### config.mk
export PLATFORM = sky130hd
export DESIGN_NAME = game_tick_scheduler
export DESIGN_NICKNAME = d
export VERILOG_FILES = /design/src/rtl/game_tick_scheduler.sv
export SDC_FILE = /design/constraint.sdc
export NUM_CORES = 1
export LEC_CHECK = 0
export ABC_AREA = 1
export CAP_MARGIN = 20
export CORE_ASPECT_RATIO = 2
export CORE_MARGIN = 1
export CORE_UTILIZATION = 66
export CTS_CLUSTER_DIAMETER = 30
export DETAILED_ROUTE_END_ITERATION = 8
export MAX_ROUTING_LAYER = met4
export PLACE_DENSITY = 0.9
export SYNTH_ARGS = -nofsm -noshare
export SYNTH_HDL_FRONTEND = slang
export SYNTH_SLANG_ARGS = --single-unit
### constraint.sdc
create_clock -name clk -period 6.9 [get_ports clk]
set_clock_uncertainty 0.2 [all_clocks]
set_input_delay 1.035 -clock clk [delete_from_list [all_inputs] [get_ports clk]]
set_output_delay 1.035 -clock clk [all_outputs]
set_load 0.01 [all_outputs]
### src/rtl/game_tick_scheduler.sv
// Central game timing: shared prescaler, accelerating game-step tick and animation wave,
// gated by an IDLE/RUN/PAUSED/OVER state machine.
module game_tick_scheduler #(
  parameter int unsigned PRESCALE    = 2500000,
  parameter int unsigned SPEED_MIN   = 8,
  parameter int unsigned SPEED_MAX   = 2,
  parameter int unsigned LEVEL_TICKS = 16
) (
  input  logic       clk,
  input  logic       rst_n,
  input  logic       start,
  input  logic       pause,
  input  logic       collision,
  output logic       base_tick,
  output logic       game_tick,
  output logic       anim,
  output logic [1:0] state,
  output logic [3:0] level
);

  typedef enum logic [1:0] {
    StIdle   = 2'd0,
    StRun    = 2'd1,
    StPaused = 2'd2,
    StOver   = 2'd3
  } state_e;

  localparam logic [29:0] PrescLast = 30'(PRESCALE - 1);
  localparam logic [7:0]  SpeedMin  = 8'(SPEED_MIN);
  localparam logic [7:0]  SpeedMax  = 8'(SPEED_MAX);
  localparam logic [7:0]  LevelLast = 8'(LEVEL_TICKS - 1);

  state_e      state_q;
  logic [29:0] presc_q;
  logic [7:0]  div_q;
  logic [7:0]  lvl_cnt_q;
  logic [7:0]  speed_q;

  logic presc_wrap, div_wrap, lvl_wrap;

  always_comb begin
    presc_wrap = (presc_q == PrescLast);
    div_wrap   = (div_q == speed_q - 8'd1);
    lvl_wrap   = (lvl_cnt_q == LevelLast);
  end

  assign state = state_q;

  always_ff @(posedge clk or negedge rst_n) begin
    if (!rst_n) begin
      state_q   <= StIdle;
      presc_q   <= '0;
      div_q     <= '0;
      lvl_cnt_q <= '0;
      speed_q   <= SpeedMin;
      level     <= '0;
      base_tick <= 1'b0;
      game_tick <= 1'b0;
      anim      <= 1'b0;
    end else begin
      base_tick <= 1'b0;
      game_tick <= 1'b0;
      unique case (state_q)
        StIdle, StOver: begin
          // Fresh game: every counter and the speed schedule restart from scratch.
          if (start) begin
            state_q   <= StRun;
            presc_q   <= '0;
            div_q     <= '0;
            lvl_cnt_q <= '0;
            speed_q   <= SpeedMin;
            level     <= '0;
            anim      <= 1'b0;
          end
        end
        StRun: begin
          // A wrap coinciding with collision/pause is dropped and the count is not advanced.
          if (collision) begin
            state_q <= StOver;
          end else if (pause) begin
            state_q <= StPaused;
          end else begin
            presc_q <= presc_wrap ? '0 : presc_q + 30'd1;
            if (presc_wrap) begin
              base_tick <= 1'b1;
              anim      <= ~anim;
              if (div_wrap) begin
                div_q     <= '0;
                game_tick <= 1'b1;
                if (lvl_wrap) begin
                  lvl_cnt_q <= '0;
                  if (speed_q > SpeedMax) speed_q <= speed_q - 8'd1;
                  if (level != 4'hf) level <= level + 4'd1;
                end else begin
                  lvl_cnt_q <= lvl_cnt_q + 8'd1;
                end
              end else begin
                div_q <= div_q + 8'd1;
              end
            end
          end
        end
        StPaused: begin
          if (collision) begin
            state_q <= StOver;
          end else if (!pause) begin
            state_q <= StRun;
          end
        end
      endcase
    end
  end

endmodule

# Word level (Yosys, flattened, before mapping)
# Cells that the tools add are included.
[classes]
add_sub_neg = 5
order_cmp = 1
n_eq_ne = 17
mux = 53
bitwise = 1
reduce_logical = 9
[ops]
columns = ["op", "count"]
rows = [
  ["8-bit 2-to-1 mux", 17],
  ["30-bit 2-to-1 mux", 4],
  ["30-bit one-hot mux with 2 select lines", 1],
  ["8-bit one-hot mux with 2 select lines", 3],
  ["30-bit by 1-bit adder with 30-bit output, second input constant", 1],
  ["30-bit by 22-bit == test with 1-bit output, second input constant", 1],
  ["4-bit 2-to-1 mux", 7],
  ["8-bit by 1-bit adder with 8-bit output, second input constant", 2],
  ["2-bit inequality test, second input constant", 8],
  ["8-bit AND reduction", 2],
  ["1-bit 2-to-1 mux", 13],
  ["2-bit 2-to-1 mux", 5],
  ["8-bit by 4-bit == test with 1-bit output, second input constant", 1],
  ["8-bit == test", 1],
  ["8-bit by 2-bit greater-than comparator with 1-bit output, second input constant", 1],
  ["4-bit one-hot mux with 2 select lines", 1],
  ["8-bit by 1-bit subtractor with 8-bit output, second input constant", 1],
  ["3-bit inequality test, second input constant", 2],
  ["2-bit one-hot mux with 3 select lines", 1],
  ["6-bit AND reduction", 1],
  ["5-bit AND reduction", 1],
  ["4-bit by 1-bit adder with 4-bit output, second input constant", 1],
  ["2-bit == test, second input constant", 2],
  ["4-bit inequality test, second input constant", 1],
  ["8 further kinds", 8],
]
[word_totals]
ff_bits = 63
in_bits = 5
out_inout_bits = 9
wordCells = 95

# Longest topological paths before layout
[depth]
ltp_word = 8
mapped_depth = 15
ltp_nobuf = 15

# Worst setup path before layout
# OpenSTA, ideal clock, no wires.
[synth_timing]
kind = "input -> register"
start = "input start"
end = "register presc_q[14]"
setup_ps = 124
t_arrival_ps = 2179
required_time_ps = 6576
path_slack_ps = 4397
path_stages = 12
n_path_buf = 1
path_cell_list = "inv_1 > nand2_1 > o21ai_0 > nor2_2 > buf_4 > nand3_1 > nor2_2 > nand2_2 > nor2_2 > nand3_1 > nor2_1 > nor3_1"
[synth_between]
elab_chain_len = 2
[synth_lines]
columns = ["element", "line", "text"]
rows = [
  ["from (decl)", "11", "input logic start,"],
  ["2-bit inequality test (no source line)", "--", ""],
  ["4-bit AND reduction (no source line)", "--", ""],
  ["to (signal assigned)", "83", "presc_q <= presc_wrap ? '0 : presc_q + 30'd1;"],
  ["to (decl)", "34", "logic [29:0] presc_q;"],
]
# Every way passes these cells.
# A chain may end at the register's enable or synchronous reset.

# Worst setup path in the final report
[layout_timing]
start = "register state_q[1], in the netlist state[1]"
end = "register level[3]"
[layout_between]
elab_chain_len = 4
[layout_lines]
columns = ["element", "line", "text"]
rows = [
  ["from (decl)", "33", "state_e state_q;"],
  ["from (signal assigned)", "51", "state_q <= StIdle;"],
  ["from (signal assigned)", "67", "state_q <= StRun;"],
  ["from (signal assigned)", "79", "state_q <= StOver;"],
  ["2-bit == test / 2-bit logical NOT (equally long branches)", "63", "unique case (state_q)"],
  ["2-bit OR reduction", "63", ""],
  ["2-bit inequality test (no source line) / 2-bit nonzero test (equally long branches)", "--", ""],
  ["8-bit AND reduction (no source line)", "--", ""],
  ["to (signal assigned)", "93", "if (level != 4'hf) level <= level + 4'd1;"],
  ["to (decl)", "18", "output logic [3:0] level"],
]
# Parallel ways exist; a longest one is shown, timed or not.

==> results.tsv <==
stage	metric	value	unit
status	run_status	finished, final reports clean	
power	net_switching_component_of_the_power	750	uW
routing	drc	0	
synthesis	synthesis.instances	540	
finish	finalCoreUtilization	0.762	
synthesis	number_of_enable_type_register_cells_in_the_synthesized_netlist	0	
power	cellLeakagePower	1.99	nW
cts	clock_latency	340	ps
routing	drt-total-wl	10.8	mm
placement	finalWeightedCongestion	0.970	
floorplanning	core.rowCount	39	
cts	clock-root-buffer	clkbuf_16	
setup_path	endpoint	level[3]	
floorplanning	total_die_area	0.00627	sq mm
synthesis	mappedNetlistArea	0.00392	sq mm
cts	cts_setup_buffers	0	
sta	finalCritPeriodShare	0.584	
hold_path	worstHoldPathType	register to register	
cts	tritoncts_clock_tree	yes	
finish	multi_input_comb_area	0.00200	sq mm
floorplanning	die_width	56.5	um
sta	pin_slew_with_the_least_headroom_to_its_limit	807	ps
power	pwr_density_cell	389	mW/mm^2
finish	fillerInstances	410	
setup_path	worst_setup_path_startpoint	state[1]	
setup_path	data_arrival_time_of_the_worst_path	4050	ps
sta	finalHoldViolations	0	
floorplanning	starting_utilization_of_the_core_area	0.686	
flow_run	max_cap_viols	0	
finish	layout-drive-gt1-share	0.0699	
synthesis	syn_nets	553	
cts	cts_hold_buffers	0	
finish	ff_latch_area	0.00158	sq mm
global_routing	grt_start_max_net_pins	64	
power	power_frac_clock	0.275	
cts	cts-root-to-sink-buffers	2	
global_routing	grt_pass1_vias	4057	
global_routing	grt_pass1_wl	18.3	mm
routing	drtAntennaViolNets	0	
power	power.switching_fraction	0.443	
routing	post_drt_via_cell_ratio	6.46	
setup_path	crit_fanout	25	
routing	vias	3997	
placement	dp_hpwl	7.14	mm
sta	final_setup_vio_count	0	
cts	ctsHtreeMaxLevel	3	
synthesis	synth_warnings	0	
setup_path	cell_depth_of_the_worst_flop_to_flop_path	9	
floorplanning	floorplan.die.height	111	um
routing	wl_per_cell	17.5	um
cts	tritoncts.num_buffers	9	
power	combPwrFrac	0.420	
floorplanning	design.portCount	14	
synthesis	synth_cell_types	37	
sta	min_period	4030	ps
setup_path	kind_of_start_point_of_the_critical_path	register	
sta	finalSetupTns	0	ps
setup_path	setup.reg_to_reg.worst_slack	2870	ps
cts	worst_setup_hold_path_clk_slew	60	ps
power	max-vdd-ir-drop	395	uV
routing	drt_iter0_drc	399	
placement	numPortBuffers	13	
global_routing	track_usage	0.387	
setup_path	rr_endpoint	level[3]	
setup_path	critPathKind	register to register	
global_routing	grt_antenna_before_repair	0	
setup_path	reg2reg_from	state[1]	
setup_path	worstSetupEndpointType	register	
finish	insertedDiodeCount	0	
sta	maxClockFrequency	0.248	GHz
power	intPower	942	uW
synthesis	synth_seq_area_share	0.403	
floorplanning	placeable_core_region	0.00571	sq mm
setup_path	worst_ep_required_time	6920	ps
synthesis	syn_avg_cell_area	7.25	sq um
power	p_seq_frac	0.305	
finish	synthToLayoutAreaGrowth	11.1	%
synthesis	ys_ff_latch	63	
sta	finalMaxSlewViolations	0	
sta	relSlewSlack	0.462	
cts	post_cts.resized_instances	0	
routing	detailedRoute.firstPassIterationCount	6	
finish	finalNetCount	566	
global_routing	grt_overflow	0	
cts	clock_sink_count	63	
synthesis	dominantRegCellSynth	dfrtp_1	
sta	rsz0062_at_grt	false	
synthesis	proportion_of_synthesized_flip_flops_having_asynchronous_set_or_reset	1.00	
Yosys cell counts, drive strengths merged, types with 2 or more instances:
master / n / area [sq um]
dfrtp: 62 / 1550
buf: 10 / 76.3
o31ai: 3 / 22.5
o21ai: 33 / 165
a21oi: 23 / 126
xor2: 14 / 123
a31oi: 3 / 18.8
nor4: 10 / 62.6
nor3b: 2 / 15.0
nand3: 33 / 170
nor2: 74 / 300
ha: 8 / 100
nand2: 126 / 475
xnor2: 2 / 17.5
nor3: 26 / 135
inv: 68 / 255
and3: 2 / 12.5
nand4: 31 / 200
clkbuf: 2 / 7.51
through the flow:
step	instance area (sq um)	instances	hold slack, ps	total power [mW]	setup slack, ps
after floorplan	3920	540	275	1.04	4400
after global placement	4040	603	278	1.15	2980
after detailed placement	4040	603	287	1.19	2880
after CTS	4350	619	307	1.67	3010
after global routing	4350	619	316	1.79	2780
final	4350	619	310	1.69	2870
metal layers:
metal | vias up | GRT usage | part of all wire
met5 | - | - | 0
met4 | 0 | 0.234 | 0.046
met3 | 51 | 0.0712 | 0.054
met2 | 217 | 0.683 | 0.56
met1 | 1909 | 0.376 | 0.34
li1 | 1820 | - | -
layout make-up:
class | instances | share of cell area
clock buffers | 11 | 0.0581
clock inverters | 5 | 0.0129
inverters | 69 | 0.0595
multi-input cells | 396 | 0.459
flip-flops and latches | 63 | 0.363
well taps | 61 | 0.0175
repair buffers | 14 | 0.0305
critical path, stage by stage (launching register included):
cell,delay [ps]
dfrtp_1,400
inv_1,100
ha_1,690
o21ai_0,280
nor2_2,460
nand2_1,580
inv_2,560
nand4_1,340
nand2_1,210
nand2_1,80
power groups by stage:
stage          sequential, mW  clock, mW  combinational (mW)
3_3_place_gp            0.510          0               0.641
4_1_cts                 0.512      0.467               0.695
3_5_place_dp            0.515          0               0.672
2_1_floorplan           0.503          0               0.540
6_report                0.516      0.466               0.710
5_1_grt                 0.520      0.478               0.788
state kept, by name, indices dropped and copies added, names as in the netlist:
signal and flops:
div_q 8, base_tick 1, speed_q 8, presc_q 30
anim 1, lvl_cnt_q 8, state 2, level 4
game_tick 1
how the worst min path moves through the flow:
stage	startpoint	end	slack [ps]	cells after the start
final	speed_q[3]	speed_q[3]	310	2
after global routing	speed_q[3]	speed_q[3]	320	2
after CTS	speed_q[3]	speed_q[3]	310	2
after detailed placement	anim	anim	290	1
after global placement	anim	anim	280	1
after floorplan	presc_q[18]	presc_q[18]	280	1
kinds of logic (layout without fill, tap and decap cells):
kind of cell	after synthesis	after routing	synth area share
AO/OA/AOI/OAI	65	65	0.0929
AND/OR/NAND/NOR	307	307	0.355
XOR/XNOR	16	16	0.0358
flip-flops	63	63	0.403
buffers and inverters	81	99	0.0875
adder cells (fa/ha/maj)	8	8	0.0256
cell usage in the layout (no fill, tap or decap), types with 10 or more instances in the layout:
cell             netlist  final
a21oi_1               22     22
nand3_1               32     32
nand4_1               30     30
nor4_1                10     10
xor2_1                14     14
nor3_1                25     25
o21ai_0               26     26
clkdlybuf4s50_1        0     12
nand2_1              125    125
inv_1                 64     64
dfrtp_1               62     62
nor2_1                65     65
Note: power is estimated with default switching activity, not from simulation.
